**src/rtl/piece_queue_ctrl.sv**
```systemverilog
// rtl/piece_queue_ctrl.sv - piece RNG sequencer and preview queue; optional PIECE_BAG_EN bag mode
module piece_queue_ctrl #(
    parameter int PIECE_W    = 2,
    parameter int DEPTH      = 3,
    parameter int MAX_REROLL = 3
) (
    input  logic                       clka,
    input  logic                       restart,
    input  logic                       enable,
    input  logic [PIECE_W-1:0]         random,
    input  logic                       piece_req,
    output logic                       rng_restart,
    output logic                       piece_vld,
    output logic [PIECE_W-1:0]         piece,
    output logic [PIECE_W-1:0]         preview,
    output logic [$clog2(DEPTH+1)-1:0] queue_cnt
);

    localparam int CW    = $clog2(DEPTH + 1);
    localparam int NCODE = 1 << PIECE_W;

    typedef enum logic [1:0] {
        S_IDLE = 2'd0,
        S_SEED = 2'd1,
        S_RUN  = 2'd2
    } state_t;

    state_t               state_q, state_d;
    logic [CW-1:0]        cnt_q, cnt_d;
    logic [PIECE_W-1:0]   q_q [DEPTH];
    logic [PIECE_W-1:0]   q_d [DEPTH];

`ifdef PIECE_BAG_EN
    logic [NCODE-1:0]     bag_q, bag_d;
    logic [NCODE-1:0]     bag_set;
`else
    localparam int RW = (MAX_REROLL < 1) ? 1 : $clog2(MAX_REROLL + 1);
    logic                 has_last_q, has_last_d;
    logic [PIECE_W-1:0]   last_q, last_d;
    logic [RW-1:0]        reroll_q, reroll_d;
    logic                 repeat_hit;
`endif

    logic                 run;
    logic                 pop;
    logic                 slot;
    logic                 accept;
    logic [CW-1:0]        widx;

    // State register, queue storage and candidate-filter history
    always_ff @(posedge clka or posedge restart) begin
        if (restart) begin
            state_q <= S_IDLE;
            cnt_q   <= '0;
            for (int i = 0; i < DEPTH; i++) q_q[i] <= '0;
`ifdef PIECE_BAG_EN
            bag_q   <= '0;
`else
            has_last_q <= 1'b0;
            last_q     <= '0;
            reroll_q   <= '0;
`endif
        end else begin
            state_q <= state_d;
            cnt_q   <= cnt_d;
            for (int i = 0; i < DEPTH; i++) q_q[i] <= q_d[i];
`ifdef PIECE_BAG_EN
            bag_q   <= bag_d;
`else
            has_last_q <= has_last_d;
            last_q     <= last_d;
            reroll_q   <= reroll_d;
`endif
        end
    end

    // Next state, pop/push decision, queue shift and flush
    always_comb begin
        state_d = state_q;
        cnt_d   = cnt_q;
        for (int i = 0; i < DEPTH; i++) q_d[i] = q_q[i];
`ifdef PIECE_BAG_EN
        bag_d   = bag_q;
        bag_set = bag_q | (NCODE'(1) << random);
`else
        has_last_d = has_last_q;
        last_d     = last_q;
        reroll_d   = reroll_q;
        repeat_hit = has_last_q && (random == last_q);
`endif

        run  = (state_q == S_RUN);
        pop  = run && piece_req && (cnt_q != '0);
        // A slot exists when there is room, or when a pop frees one on this edge.
        slot = run && ((cnt_q < CW'(DEPTH)) || pop);
`ifdef PIECE_BAG_EN
        accept = slot && !bag_q[random];
`else
        accept = slot && (!repeat_hit || (reroll_q == RW'(MAX_REROLL)));
`endif
        widx = pop ? (cnt_q - CW'(1)) : cnt_q;

        case (state_q)
            S_IDLE:  if (enable) state_d = S_SEED;
            S_SEED:  state_d = enable ? S_RUN : S_IDLE;
            S_RUN:   if (!enable) state_d = S_IDLE;
            default: state_d = S_IDLE;
        endcase

        // Shift in zeros so slots beyond the tail always read as 0.
        if (pop) begin
            for (int i = 0; i < DEPTH - 1; i++) q_d[i] = q_q[i + 1];
            q_d[DEPTH-1] = '0;
        end
        if (accept) begin
            for (int i = 0; i < DEPTH; i++) begin
                if (widx == CW'(i)) q_d[i] = random;
            end
        end

        if (accept && !pop) cnt_d = cnt_q + CW'(1);
        else if (!accept && pop) cnt_d = cnt_q - CW'(1);

`ifdef PIECE_BAG_EN
        if (accept) bag_d = (&bag_set) ? '0 : bag_set;
`else
        if (accept) begin
            has_last_d = 1'b1;
            last_d     = random;
            reroll_d   = '0;
        end else if (slot) begin
            reroll_d   = reroll_q + RW'(1);
        end
`endif

        // Leaving RUN discards the queue, any pending pop and all filter history.
        if (run && !enable) begin
            cnt_d = '0;
            for (int i = 0; i < DEPTH; i++) q_d[i] = '0;
`ifdef PIECE_BAG_EN
            bag_d = '0;
`else
            has_last_d = 1'b0;
            last_d     = '0;
            reroll_d   = '0;
`endif
        end
    end

    // Outputs decode directly from registered state
    always_comb begin
        rng_restart = (state_q == S_SEED);
        piece_vld   = (state_q == S_RUN) && (cnt_q != '0);
        piece       = q_q[0];
        preview     = (cnt_q >= CW'(2)) ? q_q[1] : '0;
        queue_cnt   = cnt_q;
    end

endmodule

```
**config.mk**
```make
export PLATFORM = sky130hd
export DESIGN_NAME = piece_queue_ctrl
export DESIGN_NICKNAME = d
export VERILOG_FILES = /design/src/rtl/piece_queue_ctrl.sv
export SDC_FILE = /design/constraint.sdc
export NUM_CORES = 1
export LEC_CHECK = 0
export CORE_MARGIN = 10
export CORE_UTILIZATION = 40
export CTS_CLUSTER_DIAMETER = 80
export DETAILED_ROUTE_END_ITERATION = 7
export HOLD_SLACK_MARGIN = 0.12
export PLACE_DENSITY_LB_ADDON = 0.3
export SYNTH_ARGS = -nofsm -noshare
export SYNTH_HDL_FRONTEND = slang
export SYNTH_SLANG_ARGS = --single-unit
```
**constraint.sdc**
```tcl
create_clock -name clka -period 5.6 [get_ports clka]
set_input_delay 1.4 -clock clka [delete_from_list [all_inputs] [get_ports clka]]
set_output_delay 1.4 -clock clka [all_outputs]
set_load 0.005 [all_outputs]
```
Word level (Yosys, flattened, before mapping)
Index checks and enable logic that the tools add are counted.
{"block": "classes", "n_mul": 0, "reduce_logical": 22, "shift": 0, "muxes": 22, "n_addsub": 3, "bitwise": 0, "order_cmp": 2, "eq_ne": 8, "n_div": 0}
{"operator": "$mux 2", "count": 16}
{"operator": "$mux 6", "count": 3}
{"operator": "$logic_and 1x1->1", "count": 9}
{"operator": "$eq 2x2->1 const B", "count": 3}
{"operator": "$pmux 2 s3", "count": 1}
{"operator": "$reduce_bool 3->1", "count": 2}
{"operator": "$add 2x1->2 const B", "count": 2}
{"operator": "$eq 2x1->1 const B", "count": 2}
{"operator": "$logic_not 1->1", "count": 4}
{"operator": "$logic_not 2->1", "count": 2}
{"operator": "$ne 2x2->1 const B", "count": 2}
{"operator": "$reduce_bool 2->1", "count": 2}
{"operator": "$eq 2x2->1", "count": 1}
{"operator": "$ge 2x2->1 const B", "count": 1}
{"operator": "$logic_or 1x1->1", "count": 2}
{"operator": "$lt 2x2->1 const B", "count": 1}
{"operator": "$mux 1", "count": 2}
{"operator": "$reduce_and 2->1", "count": 1}
{"operator": "$sub 2x1->2 const B", "count": 1}
{"block": "totals", "reg_bits": 15, "inputBits": 6, "wordCells": 65, "output_inout_bits": 8, "latch_bits": 0, "mem_bits_rw": 0, "rom_bits": 0, "n_memories": 0}

Logic depth before layout (Yosys ltp)
Gate-level depths: netlist of run 1.
{"block": "logic_depth", "word_depth": 11, "ltp_mapped": 10}

Worst setup path before layout of run 1
OpenSTA, ideal clock, no wires.
{"block": "synth_path", "kind": "input to register", "startpoint": "input port random[0]", "endpoint": "register cnt_q[1] (netlist: queue_cnt[1])", "path_slack_ns": 2.904, "setup_ns": 0.136, "required_time_ns": 5.464, "n_path_buf": 0, "cell_stages": 8, "arrival_ns": 2.560, "cell_sequence": "xor2_1 nor3_1 nor2_1 ha_1 xor2_1 nor2_1 a21oi_1 nor2_1"}
{"block": "synth_between", "elab_chain_cells": 8}
{"item": "from (decl)", "line": "10", "source": "input logic [PIECE_W-1:0] random,"}
{"item": "$eq 2x2->1 (*)", "line": "89", "source": "repeat_hit = has_last_q && (random == last_q);"}
{"item": "$logic_and 1x1->1 (*)", "line": "89"}
{"item": "$logic_not 1->1 (*)", "line": "99", "source": "accept = slot && (!repeat_hit || (reroll_q == RW'(MAX_REROLL)));"}
{"item": "$logic_or 1x1->1 (*)", "line": "99"}
{"item": "$logic_and 1x1->1 (*)", "line": "99"}
{"item": "$logic_and 1x1->1 or $logic_not 1->1 (tied branches)", "line": "121, 122"}
{"item": "$mux 2 or $logic_and 1x1->1 (tied branches)", "line": "121, 122"}
{"item": "$mux 2 or $reduce_bool 3->1 (tied branches)"}
{"item": "to (signal assigned)", "line": "65", "source": "cnt_q <= cnt_d;"}
{"item": "to (decl)", "line": "29", "source": "logic [CW-1:0] cnt_q, cnt_d;"}
Every way passes the cells marked *; elsewhere a longest branch is shown, timed or not.
A chain may end at the register's enable or synchronous reset.

Worst setup path after layout of run 1
{"block": "layout_path", "startpoint": "register cnt_q[0] (netlist: queue_cnt[0])", "endpoint": "output port piece_vld"}
{"block": "layout_between", "elab_chain_cells": 2}
{"item": "$reduce_bool 2->1", "line": "153", "source": "piece_vld = (state_q == S_RUN) && (cnt_q != '0);"}
{"item": "$logic_and 1x1->1", "line": "153"}
{"item": "to (decl)", "line": "13", "source": "output logic piece_vld,"}
No other way between the ends.

==> metrics.md, run 1 <==
| Metric | Value |
|---|---|
| N_diodes | `0` |
| Synth unique cells | `27` |
| Number of buffers created by CTS | `3` |
| Global routing usage on met2 | `15.0%` |
| Global route total overflow | `0` |
| P_leak | `0.505 nW` |
| Top post-synthesis cells by area | `dfrtp_1 (41%), mux2i_1 (7.6%), ha_1 (6.8%)` |
| DP HPWL | `1450 um` |
| Crit path time final | `3180 ps` |
| Final Max Slew Viols | `0` |
| PD cells | `385 nW/um^2` |
| Site Rows | `17` |
| Clock Path Buffers | `2` |
| Placed cell area | `1070 sq um` |
| Outcome | `completed` |
| Avg Inst Size Synth | `9.62 sq um` |
| Nets@finish | `122` |
| Seq/Total Area, Yosys | `40.7%` |
| Post-synth top cells | `dfrtp_1 (15), nand2_1 (14), nor2_1 (8)` |
| ANT nets after route | `0` |
| Drt pass-1 iters | `3` |
| Share of cells above drive strength 1 | `11.8%` |
| Worst ir drop on vdd | `0.000188 V` |
| Max Freq | `315 MHz` |
| Final period util | `56.7%` |
| Worst Skew | `2.53 ps` |
| Clk sinks | `15` |
| Max-Cap Viols | `0` |
| CORE AREA | `2210 sq um` |
| Critical path class | `reg2out` |
| Leading area contributor after synthesis | `dfrtp_1` |
| Die X | `68.0 um` |
| Root buffer cell | `clkbuf_4` |
| Full die area | `4630 sq um` |
| TritonCTS clock tree | `done` |
| Initial antenna violation count | `0` |
| Clock-pin slew on the worst setup and hold paths | `90 ps` |
| Routed WL | `1840 um` |
| Critical path arrival | `1780 ps` |
| GR peak layer | `met2` |
| Starting DRT DRC Count | `14` |
| IO Pins | `14` |
| # Post-CTS Setup Buffers | `0` |
| Yosys warnings | `0` |
| RD Place Congestion | `0.817` |
| Post-synth EDFFs | `0` |
| Gr usage total | `9.20%` |
| Area Growth Syn to Fin | `18.7%` |
| Syn Inst Count | `96` |
| Cts hold-fix bufs | `0` |
| Initial core utilization | `41.7%` |
| Die Height | `68.0 um` |
| Final instance area | `1100 sq um` |
| DRC Markers | `0` |
| Drt via density | `5.04` |
| Worst-Margin Slew | `561 ps` |
| First-pass GRT wire length | `3250 um` |
| WL per Instance | `13.3 um` |
| Total negative slack | `0 ps` |
| Crit. End Element | `output port` |
| Top_reg_cell synth | `dfrtp_1` |
| Max-slew headroom at the worst pin | `62.6%` |
| Post-synth design cell area | `923 sq um` |
| CP Launch Type | `flop` |
| Top-area cell type share of the netlist area | `40.7%` |
| Met3 GRT Util | `2.12%` |
| Hold Fails Final Rpt | `0` |
| Layout fillers | `216` |
| Worst Hold Class | `reg2reg` |
| Register bit count reported by yosys | `15` |
| H-tree levels | `1` |
| Pin count of the biggest net entering global routing | `16` |
| Top-count cell post-synth | `dfrtp_1` |
| Met1 Resource Use GR | `11.1%` |
| IO Port Bufs | `13` |
| Post_cts resized | `0` |
| Total number of vias | `696` |
| Net Count, Synth | `107` |
| CP max FO | `8` |
| Final setup viols | `0` |
| Crit path required time | `4200 ps` |
| Post-synth ARST share | `100%` |
| Final setup margin | `2420 ps` |
| Number of global-route vias before repair | `715` |
| DP Worst Slack | `2280 ps` |
| RSZ-0062 raised after global routing | `no` |
| Worst skew pair latency | `280 ps` |
==> cell families (layout without fill, tap and decap cells) <==
group / Yosys count / in the layout / synth area share [%]
buffers and inverters: 8 / 22 / 4.34
xor gates and xnor gates: 4 / 4 / 3.79
adders and majority gates: 5 / 5 / 6.78
AOI/OAI and AO/OA: 12 / 12 / 8.67
and+or+nand+nor: 41 / 41 / 23.3
DFF: 15 / 15 / 40.7
muxes: 11 / 11 / 12.5
==> per-layer routing <==
metal | share of wire [%] | wire length [um]
met5 | 0 | 0
met4 | 2.1 | 38
met3 | 2.9 | 54
met2 | 49 | 905
met1 | 46 | 838
==> power by group <==
part           internal (mW)  total, mW  switching (mW)
clock network         0.0277     0.0623          0.0346
logic                 0.0968      0.184          0.0869
registers              0.143      0.176          0.0334
==> state kept, by name (all words and copies together) (netlist names) <==
signal	count
q_q	4
has_last_q	1
queue_cnt	2
state_q	2
last_q	2
reroll_q	2
piece	2
==> through the flow <==
stage / utilization (%) / hold slack, ps / power, mW / cells
after detailed placement: 48.4 / 495 / 0.364 / 134
after global routing: 49.5 / 534 / 0.460 / 138
after global placement: 48.4 / 484 / 0.359 / 134
final: 49.5 / 506 / 0.422 / 138
after CTS: 49.5 / 506 / 0.426 / 138
after floorplan: - / 456 / 0.302 / 96
==> cell type report <==
type	count	area [sq um]	share of cell area [%]
well taps	28	35.0	3.20
clock buffers	4	26.3	2.40
inverters	5	21.3	1.94
flip-flops and latches	15	375	34.2
multi-input cells	73	508	46.3
repair buffers	13	130	11.9
==> worst max-delay path, cell delays in order, from the launching register on <==
cell and delay [ps]:
dfrtp_1 490, inv_1 130, ha_1 250, nor2_1 100, clkdlybuf4s50_1 510
==> cells in the final DEF (no fill, tap or decap), drive strengths merged <==
cell type	count
mux2i	7
nand3	3
a211oi	1
xor2	4
a21boi	1
nor2b	2
nor3b	2
o21a	2
nand2b	4
o211ai	1
nor3	4
nand2	14
dfrtp	15
or2	1
or3	2
mux2	4
and4bb	1
clkdlybuf4s50	13
a21o	1
clkbuf	4
nor2	8
inv	5
ha	5
a21oi	6
==> final timing paths <==
check | startpoint | endpoint | slack (ps) | depth (start not counted)
worst max-delay path | queue_cnt[0] | piece_vld | 2420 | 4
worst min-delay path | state_q[1] | state_q[0] | 510 | 1
worst max register to register | queue_cnt[0] | queue_cnt[1] | 3510 | 10
worst min register to register | state_q[1] | state_q[0] | 510 | 1
max in group asynchronous | restart | queue_cnt[1] | 3770 | 2
min in group asynchronous | restart | queue_cnt[0] | 1460 | 2
Power figures use the tool's default switching activity.
==> inputs of run 2 (changes only) <==
clock period = 2.65 ns   (was 5.6 ns; I/O delays follow)
==> run 2 against run 1 <==
- sequential share of layout area is 0.46 points lower
- cell count is 1.4% higher
- flip-flop and latch count stayed put
- count of clock-buffer cells in the layout stayed put
- sequential power is 110% higher
- worst setup slack worse by 2200 ps
- global-route usage hardly changed
- register-to-register slack worse by 2900 ps
==> metrics.md, run 2 (same netlist as run 1, synthesis figures left out) <==
| Metric | Value |
|---|---|
| Outcome | `completed` |
| Drt via density | `5.31` |
| # Post-CTS Setup Buffers | `0` |
| Post_cts resized | `0` |
| CP max FO | `8` |
| RD Place Congestion | `0.865` |
| DRC Markers | `0` |
| Clock-pin slew on the worst setup and hold paths | `90 ps` |
| CP Launch Type | `flop` |
| Final setup viols | `0` |
| Most flops, register | `q_q` |
| Net Sw Frac | `36.5%` |
| Cts hold-fix bufs | `0` |
| TritonCTS clock tree | `done` |
| IO Port Bufs | `13` |
| Crit path required time | `1990 ps` |
| Total number of vias | `744` |
| Initial antenna violation count | `0` |
| WL per Instance | `13.6 um` |
| Final setup margin | `203 ps` |
| Hold Fails Final Rpt | `0` |
| Most frequent cells in the layout | `dfrtp_1 (15), nand2_1 (14), clkdlybuf4s50_1 (13)` |
| Nets@finish | `124` |
| Pin count of the biggest net entering global routing | `16` |
| Number of buffers created by CTS | `3` |
| Buf/Inv on CP | `2` |
| H-tree levels | `1` |
| Number of global-route vias before repair | `770` |
| Clock Path Buffers | `2` |
| Worst ir drop on vdd | `0.000373 V` |
| ANT nets after route | `0` |
| Logic pwr share | `44.2%` |
| Worst skew pair latency | `280 ps` |
| Gr usage total | `9.18%` |
| Pint | `0.573 mW` |
| Seq pwr share | `41.0%` |
| Clock power share | `14.8%` |
| Total negative slack | `0 ps` |
| Crit path time final | `2450 ps` |
| Top delay family on crit path | `buffers and inverters` |
| Routed WL | `1910 um` |
| Commonest non-fill, non-tap cell in the layout | `dfrtp_1` |
| Worst-Margin Slew | `586 ps` |
| Critical path class | `reg2out` |
| Final Max Slew Viols | `0` |
| Worst Hold Class | `reg2reg` |
| Max-Cap Viols | `0` |
| Critical path arrival | `1780 ps` |
| Worst Skew | `1.61 ps` |
| Share of cells above drive strength 1 | `13.4%` |
| Root buffer cell | `clkbuf_4` |
| DP HPWL | `1470 um` |
| Crit-path cells | `inv_1 -> ha_1 -> nor2_1 -> clkdlybuf4s50_1` |
| Initial core utilization | `41.7%` |
| First-pass GRT wire length | `3380 um` |
| Psw | `0.329 mW` |
| Final hold slack | `506 ps` |
| IO Pins | `14` |
| Largest stage delay, worst path | `510 ps` |
| PD cells | `812 nW/um^2` |
| Global route total overflow | `0` |
| Fin cells | `140` |
| Final period util | `92.4%` |
| Site Rows | `17` |
| Area Growth Syn to Fin | `20.3%` |
| Max-slew headroom at the worst pin | `60.9%` |
| Placed Instances | `136` |
| Clk sinks | `15` |
| Worst path slowest cell | `clkdlybuf4s50_1` |
| Drt pass-1 iters | `5` |
| Die X | `68.0 um` |
| Die Height | `68.0 um` |
| DP Worst Slack | `357 ps` |
| Max Freq | `409 MHz` |
| Full die area | `4630 sq um` |
| Tot Pwr | `0.902 mW` |
| RSZ-0062 raised after global routing | `no` |
| Max reg flops | `4` |
| N_diodes | `0` |
| Starting DRT DRC Count | `16` |
| Crit. End Element | `output port` |
| P_leak | `0.515 nW` |
| CORE AREA | `2210 sq um` |
run 2: changes by cell type in the layout (fill, tap and decap cells not counted):
| cell | change |
|---|---|
| buf_4 | +2 |
run 2: layout make-up:
type | count | area [sq um]
repair buffers | 15 | 145
multi-input cells | 73 | 508
fillers | 228 | 1100
inverters | 5 | 21.3
well taps | 28 | 35.0
flip-flops and latches | 15 | 375
clock buffers | 4 | 26.3
run 2: worst paths after layout:
kind	slack [ps]	end	from	cells after the start
max	200	piece_vld	queue_cnt[0]	4
min	510	state_q[0]	state_q[1]	1
max reg2reg	580	queue_cnt[1]	queue_cnt[0]	10
min reg2reg	510	state_q[0]	state_q[1]	1
max in group asynchronous	1540	last_q[1]	restart	2
min in group asynchronous	730	reroll_q[0]	restart	2
run 2: metrics by stage:
stage	instance area (sq um)	utilization [%]
floorplan	923	-
finish	1110	50.2
detailed placement	1080	49.0
CTS	1110	50.2
global route	1110	50.2
global placement	1080	49.0
run 2: per-layer routing:
metal,GRT usage (%),wire length (um)
met5,0,0
met4,2.26,9
met3,2.61,116
met2,15.7,940
met1,11.1,843
run 2: power by group through the flow:
stage | clock (mW) | combinational (mW) | sequential, mW
detailed placement | 0 | 0.404 | 0.374
floorplan | 0 | 0.279 | 0.359
finish | 0.133 | 0.399 | 0.370
global placement | 0 | 0.393 | 0.373
CTS | 0.139 | 0.404 | 0.370
global route | 0.149 | 0.454 | 0.382
==> inputs of run 3 (changes only) <==
CORE_ASPECT_RATIO = 1.1   (was unset)
CORE_UTILIZATION = 30   (was 40)
==> run 3 against run 2 <==
- die area grew 23%
- largest power group unchanged
- largest cell class unchanged
- sequential power grew 1%
- first-iteration DRC count shrank 81%
- critical endpoint unchanged
==> metrics.md, run 3 (same netlist as run 1, synthesis figures left out) <==
| Metric | Value |
|---|---|
| Outcome | `completed` |
| Cts hold-fix bufs | `0` |
| CP Launch Type | `flop` |
| Net Sw Frac | `37.0%` |
| Worst path slowest cell | `dfrtp_1` |
| Worst Hold Class | `reg2reg` |
| P_leak | `0.523 nW` |
| DP HPWL | `1540 um` |
| CP max FO | `8` |
| Placed Instances | `143` |
| Nets@finish | `125` |
| Most frequent cells in the layout | `dfrtp_1 (15), nand2_1 (14), clkdlybuf4s50_1 (13)` |
| Clk sinks | `15` |
| Final hold slack | `508 ps` |
| Full die area | `5700 sq um` |
| Multi-input gate area | `508 sq um` |
| Global route total overflow | `0` |
| Clock-pin slew on the worst setup and hold paths | `90 ps` |
| Number of global-route vias before repair | `733` |
| DRC Markers | `0` |
| Max-slew headroom at the worst pin | `60.8%` |
| Hold Fails Final Rpt | `0` |
| Psw | `0.336 mW` |
| TritonCTS clock tree | `done` |
| Pint | `0.571 mW` |
| Buf/Inv on CP | `2` |
| First-pass GRT wire length | `3330 um` |
| Number of buffers created by CTS | `3` |
| Crit. End Element | `output port` |
| Critical path arrival | `1800 ps` |
| Crit path time final | `2470 ps` |
| Total number of vias | `689` |
| Crit path required time | `1990 ps` |
| Starting DRT DRC Count | `3` |
| Reg area | `375 sq um` |
| Worst-Margin Slew | `587 ps` |
| Total negative slack | `0 ps` |
| Commonest non-fill, non-tap cell in the layout | `dfrtp_1` |
| Clock Path Buffers | `2` |
| WL per Instance | `13.3 um` |
| Logic pwr share | `44.4%` |
| Worst skew pair latency | `280 ps` |
| Final period util | `93.0%` |
| Placed cell area | `1100 sq um` |
| Share of cells above drive strength 1 | `15.0%` |
| Largest stage delay, worst path | `510 ps` |
| CORE AREA | `3000 sq um` |
| # Post-CTS Setup Buffers | `0` |
| IO Pins | `14` |
| Top delay family on crit path | `buffers and inverters` |
| Site Rows | `21` |
| Worst Skew | `3.32 ps` |
| Final Max Slew Viols | `0` |
| Final setup viols | `0` |
| PD cells | `805 nW/um^2` |
| Initial antenna violation count | `0` |
| ANT nets after route | `0` |
| Drt pass-1 iters | `2` |
| RSZ-0062 raised after global routing | `no` |
| Layout fillers | `321` |
| Pin count of the biggest net entering global routing | `16` |
| Die X | `72.9 um` |
| Most flops, register | `q_q` |
| H-tree levels | `1` |
| Max reg flops | `4` |
| N_diodes | `0` |
| Crit-path cells | `inv_1 -> ha_1 -> nor2_1 -> clkdlybuf4s50_1` |
| Drt via density | `4.69` |
| IO Port Bufs | `13` |
| Final instance area | `1130 sq um` |
| Gr usage total | `7.11%` |
| Max-Cap Viols | `0` |
| Max Freq | `406 MHz` |
| Clock power share | `14.4%` |
| Critical path class | `reg2out` |
| RD Place Congestion | `0.807` |
| Initial core utilization | `30.8%` |
| Root buffer cell | `clkbuf_4` |
| Seq pwr share | `41.2%` |
| Die Height | `78.2 um` |
| Worst ir drop on vdd | `0.000365 V` |
| Area Growth Syn to Fin | `22.1%` |
| Routed WL | `1950 um` |
| Fin cells | `147` |
| Tot Pwr | `0.908 mW` |
| Post_cts resized | `0` |
-- run 3: changes by cell type in the layout (fill, tap and decap cells not counted), sizes merged --
cell    delta
buf        +1
clkinv     +1
clkbuf     -1
-- run 3: area by class of cell --
class	instances	share of cell area [%]
inverters	5	1.89
multi-input cells	73	45.1
clock inverters	1	0.444
clock buffers	3	2.00
flip-flops and latches	15	33.3
repair buffers	16	13.5
well taps	34	3.77
-- run 3: worst paths after layout --
kind | startpoint | endpoint | slack [ps] | cells past startpoint
max reg2reg | queue_cnt[0] | queue_cnt[1] | 510 | 10
max in group asynchronous | restart | q_q[3] | 1530 | 2
max | queue_cnt[0] | piece_vld | 180 | 4
min in group asynchronous | restart | last_q[0] | 730 | 2
min reg2reg | state_q[1] | state_q[0] | 510 | 1
min | state_q[1] | state_q[0] | 510 | 1
-- run 3: worst reg2reg max path, cell delays in order, from the launching register on --
cell	delay, ps
dfrtp_1	510
inv_1	150
ha_1	250
nand2b_1	160
a21o_1	290
nor2_1	140
ha_1	160
xor2_1	170
nor2_1	50
a21oi_1	110
nor2_1	50
-- run 3: stage by stage --
stage | util, % | setup slack [ps]
after floorplan | - | 692
after global placement | 36.7 | 380
after detailed placement | 36.7 | 331
after CTS | 37.6 | 157
after global routing | 37.6 | 54.7
final | 37.6 | 184
-- run 3: power by group through the flow --
stage	logic (mW)	registers (mW)	clock network, mW
2_1_floorplan	0.279	0.359	0
3_3_place_gp	0.396	0.378	0
3_5_place_dp	0.408	0.380	0
4_1_cts	0.411	0.375	0.138
5_1_grt	0.456	0.387	0.150
6_report	0.403	0.374	0.131
-- run 3: metal layers --
layer	track usage (%)	wire length (um)	vias up
li1	-	-	359
met1	8.31	933	316
met2	11.5	888	10
met3	2.39	102	4
met4	2.85	27	0
met5	0	0	-
